<file path="config.mk">
export PLATFORM = sky130hd
export DESIGN_NAME = err_pipe_sched
export DESIGN_NICKNAME = d
export VERILOG_FILES = /design/src/rtl/err_pipe_sched.sv
export SDC_FILE = /design/constraint.sdc
export NUM_CORES = 1
export LEC_CHECK = 0
export CAP_MARGIN = 20
export CELL_PAD_IN_SITES_DETAIL_PLACEMENT = 0
export CELL_PAD_IN_SITES_GLOBAL_PLACEMENT = 1
export CORE_MARGIN = 4
export CORE_UTILIZATION = 34
export CTS_BUF_LIST = sky130_fd_sc_hd__clkbuf_8
export DETAILED_ROUTE_END_ITERATION = 8
export PLACE_DENSITY_LB_ADDON = 0.08
export SLEW_MARGIN = 20
export SYNTH_ARGS = -nofsm -noshare
export SYNTH_HDL_FRONTEND = slang
export SYNTH_SLANG_ARGS = --single-unit
</file>
<file path="constraint.sdc">
create_clock -name clk -period 9.9 [get_ports clk]
set_input_delay 1.98 -clock clk [delete_from_list [all_inputs] [get_ports clk]]
set_output_delay 1.98 -clock clk [all_outputs]
set_load 0.01 [all_outputs]
</file>
<file path="src/rtl/err_pipe_sched.sv">
// err_pipe_sched
//   Two-channel round-robin issue scheduler for a shared fixed-latency
//   error pipeline (int2FP -> multFP -> addFP). Each channel may have one
//   sample in flight at a time; a LAT-deep tag line tracks which channel
//   owns the result that emerges from the pipeline.
//
// Ports
//   clk          rising-edge clock
//   rst          asynchronous active-high reset
//   req[1:0]     per-channel sample-ready level
//   data0/data1  13-bit signed samples per channel
//   vref0/vref1  64-bit double current reference per channel
//   grant[1:0]   one-hot, one-cycle acknowledge of the consumed request
//   pipe_valid   issue strobe to the shared pipeline (= |grant)
//   pipe_data    issued sample (holds last issued value between issues)
//   pipe_vref    issued reference (holds last issued value between issues)
//   pipe_result  pipeline output, valid LAT cycles after issue
//   e_out        registered error result
//   e_ch         channel that owns e_out
//   e_ready      one-cycle pulse when e_out/e_ch update
//   busy[1:0]    per-channel in-flight flag
module err_pipe_sched #(
  parameter int unsigned LAT = 25
) (
  input  logic        clk,
  input  logic        rst,
  input  logic [1:0]  req,
  input  logic [12:0] data0,
  input  logic [12:0] data1,
  input  logic [63:0] vref0,
  input  logic [63:0] vref1,
  output logic [1:0]  grant,
  output logic        pipe_valid,
  output logic [12:0] pipe_data,
  output logic [63:0] pipe_vref,
  input  logic [63:0] pipe_result,
  output logic [63:0] e_out,
  output logic        e_ch,
  output logic        e_ready,
  output logic [1:0]  busy
);

  typedef enum logic {
    IDLE     = 1'b0,
    INFLIGHT = 1'b1
  } ch_state_t;

  ch_state_t        state_q [2];
  ch_state_t        state_d [2];
  logic             ptr_q;
  logic             ptr_d;
  logic [LAT-1:0]   tag_v_q;
  logic [LAT-1:0]   tag_ch_q;
  logic [12:0]      data_hold_q;
  logic [63:0]      vref_hold_q;
  logic [1:0]       elig;
  logic             gnt_ch;
  logic             tag_out_v;
  logic             tag_out_ch;

  assign tag_out_v  = tag_v_q[LAT-1];
  assign tag_out_ch = tag_ch_q[LAT-1];

  // Arbitration and issue path.
  always_comb begin
    elig[0]   = req[0] && (state_q[0] == IDLE);
    elig[1]   = req[1] && (state_q[1] == IDLE);
    grant     = '0;
    gnt_ch    = 1'b0;
    // grant is combinational, so it is gated by rst to stay low while
    // the register state is being forced.
    if (!rst) begin
      unique case (elig)
        2'b01: begin
          grant  = 2'b01;
          gnt_ch = 1'b0;
        end
        2'b10: begin
          grant  = 2'b10;
          gnt_ch = 1'b1;
        end
        2'b11: begin
          grant  = ptr_q ? 2'b10 : 2'b01;
          gnt_ch = ptr_q;
        end
        default: begin
          grant  = '0;
          gnt_ch = 1'b0;
        end
      endcase
    end
    pipe_valid = |grant;
    pipe_data  = data_hold_q;
    pipe_vref  = vref_hold_q;
    if (pipe_valid) begin
      pipe_data = gnt_ch ? data1 : data0;
      pipe_vref = gnt_ch ? vref1 : vref0;
    end
    ptr_d = pipe_valid ? ~gnt_ch : ptr_q;
  end

  // Per-channel next state. A returning tag and a new grant never target
  // the same channel in one cycle: a channel is only granted while IDLE
  // and only returns from INFLIGHT.
  always_comb begin
    for (int unsigned i = 0; i < 2; i++) begin
      state_d[i] = state_q[i];
      busy[i]    = (state_q[i] == INFLIGHT);
      if (tag_out_v && (tag_out_ch == i[0])) begin
        state_d[i] = IDLE;
      end
      if (grant[i]) begin
        state_d[i] = INFLIGHT;
      end
    end
  end

  always_ff @(posedge clk or posedge rst) begin
    if (rst) begin
      state_q     <= '{default: IDLE};
      ptr_q       <= 1'b0;
      tag_v_q     <= '0;
      tag_ch_q    <= '0;
      data_hold_q <= '0;
      vref_hold_q <= '0;
      e_out       <= '0;
      e_ch        <= 1'b0;
      e_ready     <= 1'b0;
    end else begin
      state_q  <= state_d;
      ptr_q    <= ptr_d;
      // Tag enters at stage 0 on the issue edge and reaches stage LAT-1
      // exactly in the cycle the pipeline presents the matching result.
      tag_v_q  <= {tag_v_q[LAT-2:0], pipe_valid};
      tag_ch_q <= {tag_ch_q[LAT-2:0], gnt_ch};
      if (pipe_valid) begin
        data_hold_q <= pipe_data;
        vref_hold_q <= pipe_vref;
      end
      e_ready <= tag_out_v;
      if (tag_out_v) begin
        e_out <= pipe_result;
        e_ch  <= tag_out_ch;
      end
    end
  end

endmodule
</file>
==> results.md, run 1 <==
- Among all cell types in the netlist, the one instantiated most often is dfrtp_1.
- The maximum single-stage delay on the critical path is 0.94 ns.
- The number of hold-repair buffers added at the cts stage is 0.
- The number of distinct library cell variants in the gate-level netlist after synthesis is 24.
- The post-route cell area is 12900 um2.
- The routed length per instance is 21.1 um.
- The cell area that synthesis handed to floorplanning was 8640 um2.
- The number of max-cap violations is 0.
- Of the synthesized area, sequential elements account for 56.8%.
- In the synthesized netlist, the cells that appear most often are dfrtp_1 (196), o221a_2 (104), mux2_2 (64).
- The initial antenna violation count is 4.
- The clock-pin slew on the worst setup and hold paths is 0.10 ns.
- Once detailed placement completed, the half-perimeter wirelength came to 20.0 mm.
- The total area inside the core boundary comes to 25100 um2.
- The worst ir drop on vdd is 0.000125 V.
- Measured along the y axis, the die boundary spans 167 um.
- The number of pins exceeding their max-slew limit in the final report is 0.
- The proportion of power drawn by combinational gates is 46.4%.
- At the worst endpoint, the required time is 7.92 ns.
- Timing analysis after detailed placement gives a worst setup slack of 2.37 ns.
- In the final layout, the share of cells above drive strength 1 is 22.3%.
- Dividing the final minimum period by the clock period gives 76.8%.
- The fraction of synthesized cell area taken by the top area cell type is 56.8%.
- The initial core utilization is 34.4%.
- The routed layout has 6935 vias.
- Final hold analysis gives a worst-case slack of 0.350 ns.
- The instance area after placement is 12500 um2.
- Using the TritonRoute via totals, the vias-per-cell ratio works out to 5.31.
- The count of input and output buffers is 369.
- The most used flip-flop cell after synthesis is dfrtp_1.
- In this run the mean area of a mapped cell was 13.7 um2.
- Global routing finished with a remaining overflow of 0.
- The number of DRC violations after detailed routing is 0.
- The clock period minus worst slack is 7.61 ns.
- The net count after synthesis is 853.
- The post-route antenna net violation count is 0.
- TritonCTS built the clock tree.
- The wire length of the first global-routing pass is 42.5 mm.
- The synthesized design contains 0 enable-type register cells.
- The flop and latch count out of synthesis is 196.
- The initialized floorplan defines 58 standard-cell rows.
- The achievable clock frequency is 0.131 GHz.
- The die is 167 um wide.
- In the post-synthesis netlist, the biggest area contributors are dfrtp_1 (57%), o221a_2 (14%), mux2_2 (8.3%).
- The clock network burns 15.6% of the power.
- The total I/O pin count is 370.
- In this run, the number of DRC markers left after iteration 0 of detailed routing was 405.
- Net switching is 32.2% of the power.
- The clock tree root buffer cell is clkbuf_8.
- For this run, the number of Yosys warnings is 0.
- The transition time at the pin with the least slew margin is 0.965 ns.
- The setup-violating endpoint count in the final report is 0.
- The tree built by TritonCTS fans out to 196 sinks.
- The synthesis-to-finish area growth is 49.0%.
- For this run, the total global-route usage over all layers was measured as 19.0%.
- Measured against its own limit, the worst slew margin works out to 35.7%.
- The total wire length is 27.5 mm.
- In the synthesized netlist the async set-or-reset flop fraction comes to 100%.
- At the end of routability-driven placement, the weighted congestion stood at 0.813.
- The post-layout worst setup margin is 2.29 ns.
- The post-CTS setup repair buffer count is 0.
- The switching component of the power is 1.06 mW.
- The maximum fanout along the worst path is 101.
- For this run, the detailed router's first-pass iteration total came to 4.
- The kind of end point of the critical path is a primary output.
- The worst endpoint data arrival time is 5.63 ns.
- By instance count, the cell type seen most on the critical path is clkdlybuf4s50_1.
- The power density of the placed cells is 255 nW/um2.
- The total internal power is 2.23 mW.
- The run finished with clean final reports.
- Setup repair after global routing left no endpoint under its margin.
- The cell type with the highest aggregate area in the netlist is dfrtp_1.
- In this run the deepest clock path goes through 2 buffers.
- The min-delay analysis places its worst path in the category flop to flop.
- The via count of the first global-routing pass is 7333.
- The accumulated negative setup slack is 0 ns.
- Walking the worst path, the cells encountered are clkdlybuf4s50_1, nand2b_1, a21oi_4, buf_12, o221a_2, clkdlybuf4s50_1.
- The maximum number of pins on one net before global-route repair is 141.
- The hold violation total from the final report came to 0.
- The slowest cell on the critical path is clkdlybuf4s50_1.
- The die area is 28000 um2.
- The worst setup path category is primary input to primary output.
- The number of CTS-inserted buffers is 17.
- Sequential cells account for 38.1% of the total power.
- Clock latency on the worst-skew pair, taken at its later pin, is 0.46 ns.
- Once the clock tree was built, the resizer swapped 0 gates to a different size.
- The type of origin of the critical path is a primary input.
- Fill cells in the final layout number 2190.
- At the end of the flow, the number of nets in the layout was 1180.
- The H-tree was split into 4 levels.
- The design draws 3.29 mW.
- Synthesis produced a netlist whose cell count is 631.
- Summed over all cells, the static leakage comes to 5.03 nW.
- The clock tree skew after final layout is 0.0200 ns.
==> sequential cells by signal (all words and copies together), names as in the netlist <==
| register | cells |
|---|---|
| vref_hold_q | 64 |
| data_hold_q | 13 |
| tag_ch_q | 25 |
| e_out | 64 |
| e_ch | 1 |
| ptr_q | 1 |
| busy | 2 |
| tag_v_q | 25 |
| e_ready | 1 |
==> worst paths after layout <==
path | cells after the start | startpoint | slack (ns) | endpoint
worst max register to register | 4 | busy[1]$_DFFE_PP0P_ | 6.94 | vref_hold_q[44]$_DFFE_PP0N_
worst min register to register | 0 | tag_ch_q[23]$_DFF_PP0_ | 0.35 | tag_ch_q[24]$_DFF_PP0_
min in group asynchronous | 2 | rst | 2.15 | ptr_q$_DFFE_PP0N_
max in group asynchronous | 3 | rst | 6.45 | e_out[58]$_DFFE_PP0P_
worst min-delay path | 0 | tag_ch_q[23]$_DFF_PP0_ | 0.35 | tag_ch_q[24]$_DFF_PP0_
worst max-delay path | 6 | req[1] | 2.29 | pipe_vref[16]
==> cell usage in the layout, fill, tap and decap left out <==
master	count
o221a_1	2
or3_1	53
clkdlybuf4s50_1	368
inv_8	3
clkinv_2	1
clkinvlp_4	3
a2bb2oi_1	48
o21ai_0	19
inv_6	3
o21ai_1	7
nand2b_4	1
nand2_1	4
nor2_1	2
buf_2	1
a221oi_1	24
or3b_2	1
nor3b_4	1
a311o_2	1
inv_1	5
a21o_1	1
a21oi_4	1
mux2_2	64
dfrtp_1	195
buf_12	1
clkbuf_8	17
clkinv_8	1
or3b_1	1
dfrtp_2	1
nand2b_1	1
clkinv_4	3
diode_2	4
bufinv_16	1
o221a_2	104
buf_4	9
nor4bb_1	24
==> power groups by stage <==
| stage | registers, mW | logic [mW] | clock network [mW] |
|---|---|---|---|
| 5_1_grt | 1.28 | 1.63 | 0.565 |
| 6_report | 1.25 | 1.52 | 0.511 |
| 2_1_floorplan | 1.26 | 0.744 | 0 |
| 3_5_place_dp | 1.26 | 1.54 | 0 |
| 4_1_cts | 1.25 | 1.54 | 0.535 |
| 3_3_place_gp | 1.26 | 1.52 | 0 |
==> cells by family after synthesis <==
logic type | share of synthesized area (%)
AOI/OAI and AO/OA | 22.9
DFF | 56.8
and+or+nand+nor | 7.46
buffers and inverters | 4.58
muxes | 8.34
==> worst max-delay path: cells and delay by family <==
kind	cells	cell delay [ns]
buffers and inverters	3	1.87
and+or+nand+nor	1	0.71
AOI/OAI and AO/OA	2	0.95
==> stage by stage <==
stage,utilization (%),instances
finish,51.3,1305
global route,51.3,1305
CTS,51.3,1301
detailed placement,49.7,1269
global placement,49.7,1269
floorplan,-,631
==> routing by layer <==
layer  share of wire [%]  up-vias  track usage (%)  wire length, um
li1                    -     3196                -                -
met5                   0        -                0                0
met2                  48      292             31.0            13200
met3                 6.1       51             4.34             1680
met4                 3.3        0             7.34              903
met1                  43     3396             24.7            11700
==> area by class of cell <==
| cell class | count | area, um2 | share of cell area [%] |
|---|---|---|---|
| Antenna cell | 4 | 10.0 | 0.0777 |
| Clock buffer | 17 | 234 | 1.82 |
| Clock inverter | 15 | 153 | 1.19 |
| Inverter | 5 | 26.3 | 0.204 |
| Multi-Input combinational cell | 359 | 3360 | 26.1 |
| Sequential cell | 196 | 4910 | 38.1 |
| Tap cell | 330 | 413 | 3.21 |
| Timing Repair Buffer | 379 | 3780 | 29.3 |
Note: power is estimated with default switching activity, not from simulation.
==> run 2: changes to the inputs <==
clock period = 7.5 ns   (was 9.9 ns; I/O delays follow)
==> run 2 against run 1 <==
  * Wire length shrank 1.9%
  * Clock power rose by 35%
  * Register-to-register slack worse by 2.5 ns
  * Global-route usage shrank 0.61 points
  * Count of clock-buffer cells in the layout unchanged
  * Critical endpoint is now pipe_vref[13]
  * Largest cell class unchanged
  * Highest routed layer unchanged
==> results.md, run 2 (synthesis gave the netlist of run 1 again) <==
- The flow ran to the end, and the final reports show no timing, DRC or antenna violations.
- The total wire length is 27.0 mm (-1.9%).
- The slowest cell on the critical path is clkdlybuf4s50_1.
- The number of buffer and inverter stages on the critical path is 4 (+1).
- The kind of end point of the critical path is a primary output.
- The leakage power figure came to 5.04 nW (+0.28%).
- The wire length of the first global-routing pass is 40.9 mm (-3.8%).
- The detailed-routing iteration count for the pre-antenna-repair pass is 4 (unchanged).
- The number of CTS-inserted buffers was 17 (unchanged).
- The post-CTS setup repair buffer count was 0 (unchanged).
- The via count of the first global-routing pass is 7132 (-2.7%).
- The post-route antenna net violation count is 0 (unchanged).
- The cell seen most often among critical-path stages is clkdlybuf4s50_1.
- Setup repair after global routing left no endpoint under its margin.
- The accumulated negative setup slack is 0 ns (unchanged).
- The setup-violating endpoint count in the final report is 0 (unchanged).
- The vias per cell is 5.33 (+0.35%).
- The post-layout worst setup margin is 0.879 ns (-1.41 ns).
- The overall fraction of global-route tracks in use is 18.4% (-0.61 points).
- The clock tree root buffer cell is clkbuf_8.
- The worst endpoint data arrival time is 5.12 ns (-0.51 ns).
- The number of DRC violations after detailed routing is 0 (unchanged).
- The total number of vias came to 6975 (+0.58%).
- The TritonCTS clock tree is done.
- The routed length per instance is 20.6 um (-2.2%).
- The detailed-routing wirelength on met1 came to 11.4 mm (-3.0%).
- The worst path uses 88.3% of the clock period.
- The kind of cell with the highest combined delay along the critical path is buffers and inverters.
- The post-cts resize count was 0 (unchanged).
- The number of max-cap violations was 0 (unchanged).
- The data required time at the worst endpoint came to 6.00 ns (-1.92 ns).
- The worst-case headroom to the max-slew limit came to 31.5% (-4.2 points).
- The type of origin of the critical path is a primary input.
- The tightest min-delay check is of the flop to flop type.
- The worst setup path category is primary input to primary output.
- The uppermost metal layer occupied by signal nets is met4.
- The number of H-tree levels is 4 (unchanged).
- The transition time at the pin with the least slew margin is 1.03 ns (+0.0623 ns).
- The setup slack of the most critical reg-to-reg path is 4.40 ns (-2.54 ns).
- The number of hold-repair buffers added at the cts stage came to 0 (unchanged).
- The number of pins exceeding their max-slew limit in the final report is 0 (unchanged).
- Traced cell by cell, the critical path runs through clkdlybuf4s50_1, buf_4, nand2b_1, a21oi_4, buf_12, a2bb2oi_1, clkdlybuf4s50_1.
- The initial core utilization is 34.4% (unchanged).
- The detailed placer's ending HPWL is 19.7 mm (-1.6%).
- In the layout the commonest cells are clkdlybuf4s50_1 (368), dfrtp_1 (195), o221a_2 (104).
- The post-placement worst setup slack was 0.924 ns (-1.44 ns).
- The achievable clock frequency is 0.151 GHz.
- The die area is 28000 um2 (unchanged).
- The maximum number of pins on one net before global-route repair is 130 (-7.8%).
- The maximum count of clock buffers along a single path is 2 (unchanged).
- The worst register-to-register path ends at data_hold_q[6]$_DFFE_PP0N_.
- The met3 layer wire length in the routed design is 1.82 mm (+8.8%).
- The site row count came to 58 (unchanged).
- The area of the core is 25100 um2 (unchanged).
- The final-stage net count is 1180 (unchanged).
- The area growth from synthesis to layout is 49.4%.
- The detailed router's first-iteration violation count is 453 (+12%).
- The met2 wire length was 12.9 mm (-2.0%).
- The maximum fanout along the worst path was 115 (+14%).
- The fraction of final layout cells with drive strength greater than 1 is 22.5% (+0.10 points).
- The CTS sink count is 196 (unchanged).
- The worst ir drop on vdd came to 0.000154 V (+23%).
- The number of stages on the worst setup path is 7 (+1).
- The maximum single-stage delay on the critical path is 0.73 ns (-0.21 ns).
- The sum of overflow across all layers after global routing was 0 (unchanged).
- The initial antenna violation count came to 7 (+3).
- The final weighted congestion of routability-driven global placement is 0.811 (-0.21%).
- In this run the critical register-to-register path is launched from busy[1]$_DFFE_PP0P_.
- The clock period minus worst slack is 6.62 ns.
- Leaving out fill and tap cells, the most frequent cell in the layout is clkdlybuf4s50_1.
- The power density of the placed cells is 336 nW/um2 (+32%).
- The number of cells traversed by the worst register-to-register path is 4 (unchanged).
- In the final layout, the registers with the most flip-flops are e_out: 64 flops, vref_hold_q: 64 flops.
- The clock-pin slew on the worst setup and hold paths was 0.11 ns (about the same).
- The total I/O pin count is 370 (unchanged).
- The clock insertion delay at the later pin of the skew report is 0.48 ns (+0.02 ns).
- The count of input and output buffers is 369 (unchanged).
- The horizontal extent of the die was 167 um (unchanged).
- The source of the critical timing path is req[1].
- The hold violation total from the final report is 0 (unchanged).
- The die extent in y is 167 um (unchanged).
- The worst setup path endpoint is pipe_vref[13].
- The clock tree skew after final layout is 0.0309 ns (+0.0109 ns).
[run 2: layer usage]
metal / up-vias / global-route usage, %
met2: 281 / 30.6
met1: 3444 / 22.6
met5: - / 0
met4: 0 / 8.01
li1: 3206 / -
met3: 44 / 4.86
[run 2: worst register-to-register path, delay by kind of cell, from the launching register on]
kind	cells	cell delay [ns]
and+or+nand+nor	1	0.81
DFF	1	0.73
AOI/OAI and AO/OA	2	1.08
buffers and inverters	1	0.45
[run 2: layout make-up]
class / instances / area, um2
timing repair buffer: 379 / 3780
fill: 2260 / 12200
multi-input combinational: 359 / 3360
antenna: 7 / 17.5
clock inverter: 15 / 176
tap: 330 / 413
sequential: 196 / 4910
clock buffer: 17 / 234
inverter: 5 / 26.3
[run 2: power by group]
part / internal (mW) / switching [mW]
logic: 1.25 / 0.764
registers: 1.42 / 0.221
clock network: 0.256 / 0.432
[run 2: worst min path at each step]
stage	from	to	slack [ns]	depth (start not counted)
CTS	tag_v_q[23]$_DFF_PP0_	tag_v_q[24]$_DFF_PP0_	0.35	0
global placement	tag_v_q[0]$_DFF_PP0_	tag_v_q[1]$_DFF_PP0_	0.34	0
floorplan	tag_ch_q[9]$_DFF_PP0_	tag_ch_q[10]$_DFF_PP0_	0.33	0
detailed placement	tag_v_q[23]$_DFF_PP0_	tag_v_q[24]$_DFF_PP0_	0.33	0
finish	tag_v_q[23]$_DFF_PP0_	tag_v_q[24]$_DFF_PP0_	0.35	0
global route	tag_v_q[23]$_DFF_PP0_	tag_v_q[24]$_DFF_PP0_	0.35	0
[run 2: metrics by stage]
stage	power (mW)	instances	cell area, um2	utilization (%)	hold slack [ns]
after floorplan	2.64	631	8640	-	0.331
after global placement	3.66	1269	12500	49.7	0.335
after detailed placement	3.69	1269	12500	49.7	0.335
after CTS	4.40	1301	12900	51.3	0.349
after global routing	4.59	1308	12900	51.4	0.352
final	4.34	1308	12900	51.4	0.347
==> run 3: changes to the inputs <==
REMOVE_ABC_BUFFERS = 1   (was default)
==> run 3 against run 2 <==
  * Sequential share of layout area shrank 0.20 points
  * Via count grew 1.7%
  * Register-to-register slack gained 0.36 ns
  * Die area is the same
  * Wire length grew 3.8%
==> results.md, run 3 (synthesis gave the netlist of run 1 again) <==
- The number of stages on the worst setup path is 6 (-1).
- The number of H-tree levels came to 4 (unchanged).
- The maximum fanout along the worst path was 57 (-50%).
- The initial core utilization is 34.4% (unchanged).
- The signal on the critical path passes through clkdlybuf4s50_1, nor3b_4, buf_12, o21ai_0, a2bb2oi_1, clkdlybuf4s50_1.
- The number of fillers in the final layout came to 2205 (-2.4%).
- The final hold slack was 0.360 ns (+0.0128 ns).
- The total wire length was 28.0 mm (+3.8%).
- The die area is 28000 um2 (unchanged).
- The number of DRC violations after detailed routing was 0 (unchanged).
- The leakage power figure is 5.07 nW (+0.62%).
- The area of the core is 25100 um2 (unchanged).
- The source of the critical timing path is req[0].
- The number of cells traversed by the worst register-to-register path is 4 (unchanged).
- The vias per cell came to 5.44 (+2.0%).
- The wire length of the first global-routing pass is 43.3 mm (+5.9%).
- The overall fraction of global-route tracks in use is 19.4% (+1.0 points).
- The multi-input combinational cell area was 3360 um2 (unchanged).
- The sum of overflow across all layers after global routing was 0 (unchanged).
- The maximum number of pins on one net before global-route repair is 135 (+3.8%).
- The critical register-to-register path endpoint is vref_hold_q[62]$_DFFE_PP0N_.
- The count of placed standard cells in the final layout, fillers left out is 1305 (-0.23%).
- The post-placement cell count is 1270 (+0.079%).
- The setup slack of the most critical reg-to-reg path is 4.76 ns (+0.36 ns).
- In the layout the commonest cells are clkdlybuf4s50_1 (368), dfrtp_1 (195), o221a_2 (104).
- The post-cts resize count is 0 (unchanged).
- The clock insertion delay at the later pin of the skew report is 0.49 ns (about the same).
- The total number of vias is 7095 (+1.7%).
- The maximum single-stage delay on the critical path was 0.87 ns (+0.14 ns).
- The switching fraction of total power is 33.3% (+0.67 points).
- In this run the worst setup path terminates at pipe_vref[9].
- The register share of total power was 36.9% (-0.9 points).
- The detailed-routing wirelength on met1 is 11.6 mm (+1.9%).
- The clock group share of total power is 17.1% (+1.2 points).
- The data required time at the worst endpoint is 6.00 ns (about the same).
- The number of hold-repair buffers added at the cts stage is 0 (unchanged).
- The post-CTS setup repair buffer count is 0 (unchanged).
- The horizontal extent of the die was 167 um (unchanged).
- The worst endpoint data arrival time is 4.23 ns (-0.89 ns).
- TritonCTS built the clock tree.
- The kind of end point of the critical path is a primary output.
- The proportion of power drawn by combinational gates is 46.1% (-0.3 points).
- The worst setup path category is primary input to primary output.
- The met3 layer wire length in the routed design came to 1.77 mm (-2.7%).
- The clock tree skew after final layout is 0.0253 ns (-0.00561 ns).
- The routed length per instance is 21.5 um (+4.0%).
- The power density of the placed cells was 341 nW/um2 (+1.4%).
- The library cell used most frequently in the layout, excluding fill and tap cells, is clkdlybuf4s50_1.
- The flow ran to the end, and the final reports show no timing, DRC or antenna violations.
- The detailed router's first-iteration violation count came to 489 (+7.9%).
- In this run the critical register-to-register path is launched from busy[1]$_DFFE_PP0P_.
- The instance area after placement is 12500 um2 (+0.26%).
- The clock-pin slew on the worst setup and hold paths is 0.11 ns (about the same).
- The worst min-delay path category is flop to flop.
- The uppermost metal layer occupied by signal nets is met4.
- The total internal power was 2.95 mW (+0.91%).
- The number of pins exceeding their max-slew limit in the final report is 0 (unchanged).
- The worst ir drop on vdd is 0.000166 V (+7.8%).
- The worst-case headroom to the max-slew limit came to 30.5% (-0.98 points).
- The sequential cell area was 4910 um2 (unchanged).
- The final weighted congestion of routability-driven global placement is 0.859 (+5.9%).
- The met2 wire length is 14.2 mm (+9.8%).
- The overall power after layout came to 4.42 mW (+1.9%).
- The maximum count of clock buffers along a single path was 2 (unchanged).
- The core occupancy in the finished layout is 51.7% (+0.27 points).
- The kind of cell with the highest combined delay along the critical path is buffers and inverters.
- The type of origin of the critical path is a primary input.
- The site row count is 58 (unchanged).
- The initial antenna violation count is 2 (-5).
- The ratio of final minimum period to clock period was 76.4% (-12 points).
- The detailed placer's ending HPWL is 19.4 mm (-1.1%).
- The number of max-cap violations is 0 (unchanged).
- The count of input and output buffers is 369 (unchanged).
- The number of buffer and inverter stages on the critical path is 3 (-1).
- The area growth from synthesis to layout is 50.2%.
- The hold violation total from the final report was 0 (unchanged).
- The cell seen most often among critical-path stages is clkdlybuf4s50_1.
- The clock tree root buffer cell is clkbuf_8.
- The number of CTS-inserted buffers was 17 (unchanged).
- The switching component of the power is 1.47 mW (+4.0%).
- The post-route cell area is 13000 um2 (+0.53%).
- The die extent in y was 167 um (unchanged).
- The transition time at the pin with the least slew margin was 1.04 ns (+0.0146 ns).
- The clock period minus worst slack was 5.73 ns (-0.891 ns).
- Setup repair after global routing left no endpoint under its margin.
- The fraction of final layout cells with drive strength greater than 1 is 22.5% (+0.080 points).
- The CTS sink count is 196 (unchanged).
- The final-stage net count came to 1181 (+0.085%).
- On the critical path, the stage with the largest delay is an instance of nor3b_4.
- The achievable clock frequency came to 0.175 GHz (+16%).
- The setup-violating endpoint count in the final report was 0 (unchanged).
- The largest registers in the layout are e_out: 64 flops, vref_hold_q: 64 flops.
- The detailed-routing iteration count for the pre-antenna-repair pass is 7 (+3).
- The post-route antenna net violation count is 0 (unchanged).
- The via count of the first global-routing pass is 7282 (+2.1%).
- The total I/O pin count is 370 (unchanged).
==> run 3: power groups by stage <==
stage	Sequential [mW]	Combinational [mW]	Clock (mW)
after global placement	1.63	2.04	0
after global routing	1.68	2.16	0.834
after detailed placement	1.65	2.05	0
final	1.63	2.04	0.755
after floorplan	1.67	0.967	0
after CTS	1.63	2.06	0.787
==> run 3: final cells by class <==
| type | instances | share of cell area (%) |
|---|---|---|
| Timing Repair Buffer | 380 | 29.3 |
| Clock buffer | 17 | 1.80 |
| Tap cell | 330 | 3.18 |
| Antenna cell | 3 | 0.0578 |
| Inverter | 5 | 0.202 |
| Multi-Input combinational cell | 359 | 25.9 |
| Clock inverter | 15 | 1.72 |
| Sequential cell | 196 | 37.8 |
==> run 3: how the worst min path moves through the flow <==
stage                                       from                      to  slack, ns  depth (start not counted)
after global routing       tag_v_q[21]$_DFF_PP0_   tag_v_q[22]$_DFF_PP0_       0.37                          0
after global placement     tag_v_q[22]$_DFF_PP0_   tag_v_q[23]$_DFF_PP0_       0.33                          0
after CTS                  tag_ch_q[6]$_DFF_PP0_   tag_ch_q[7]$_DFF_PP0_       0.36                          0
after floorplan            tag_ch_q[9]$_DFF_PP0_  tag_ch_q[10]$_DFF_PP0_       0.33                          0
final                      tag_ch_q[6]$_DFF_PP0_   tag_ch_q[7]$_DFF_PP0_       0.36                          0
after detailed placement  tag_ch_q[17]$_DFF_PP0_  tag_ch_q[18]$_DFF_PP0_       0.34                          0
==> run 3: per-stage QoR <==
| stage | setup slack (ns) | TNS, ns |
|---|---|---|
| after global routing | 1.61 | 0 |
| after detailed placement | 1.76 | 0 |
| after global placement | 1.80 | 0 |
| after CTS | 1.76 | 0 |
| after floorplan | -2.54 | -238.49 |
| final | 1.77 | 0 |
==> run 3: per-layer routing <==
metal / GRT usage, % / vias to the layer above
met5: 0 / -
met4: 5.08 / 0
met3: 5.34 / 23
met2: 32.5 / 270
met1: 24.9 / 3593
li1: - / 3209
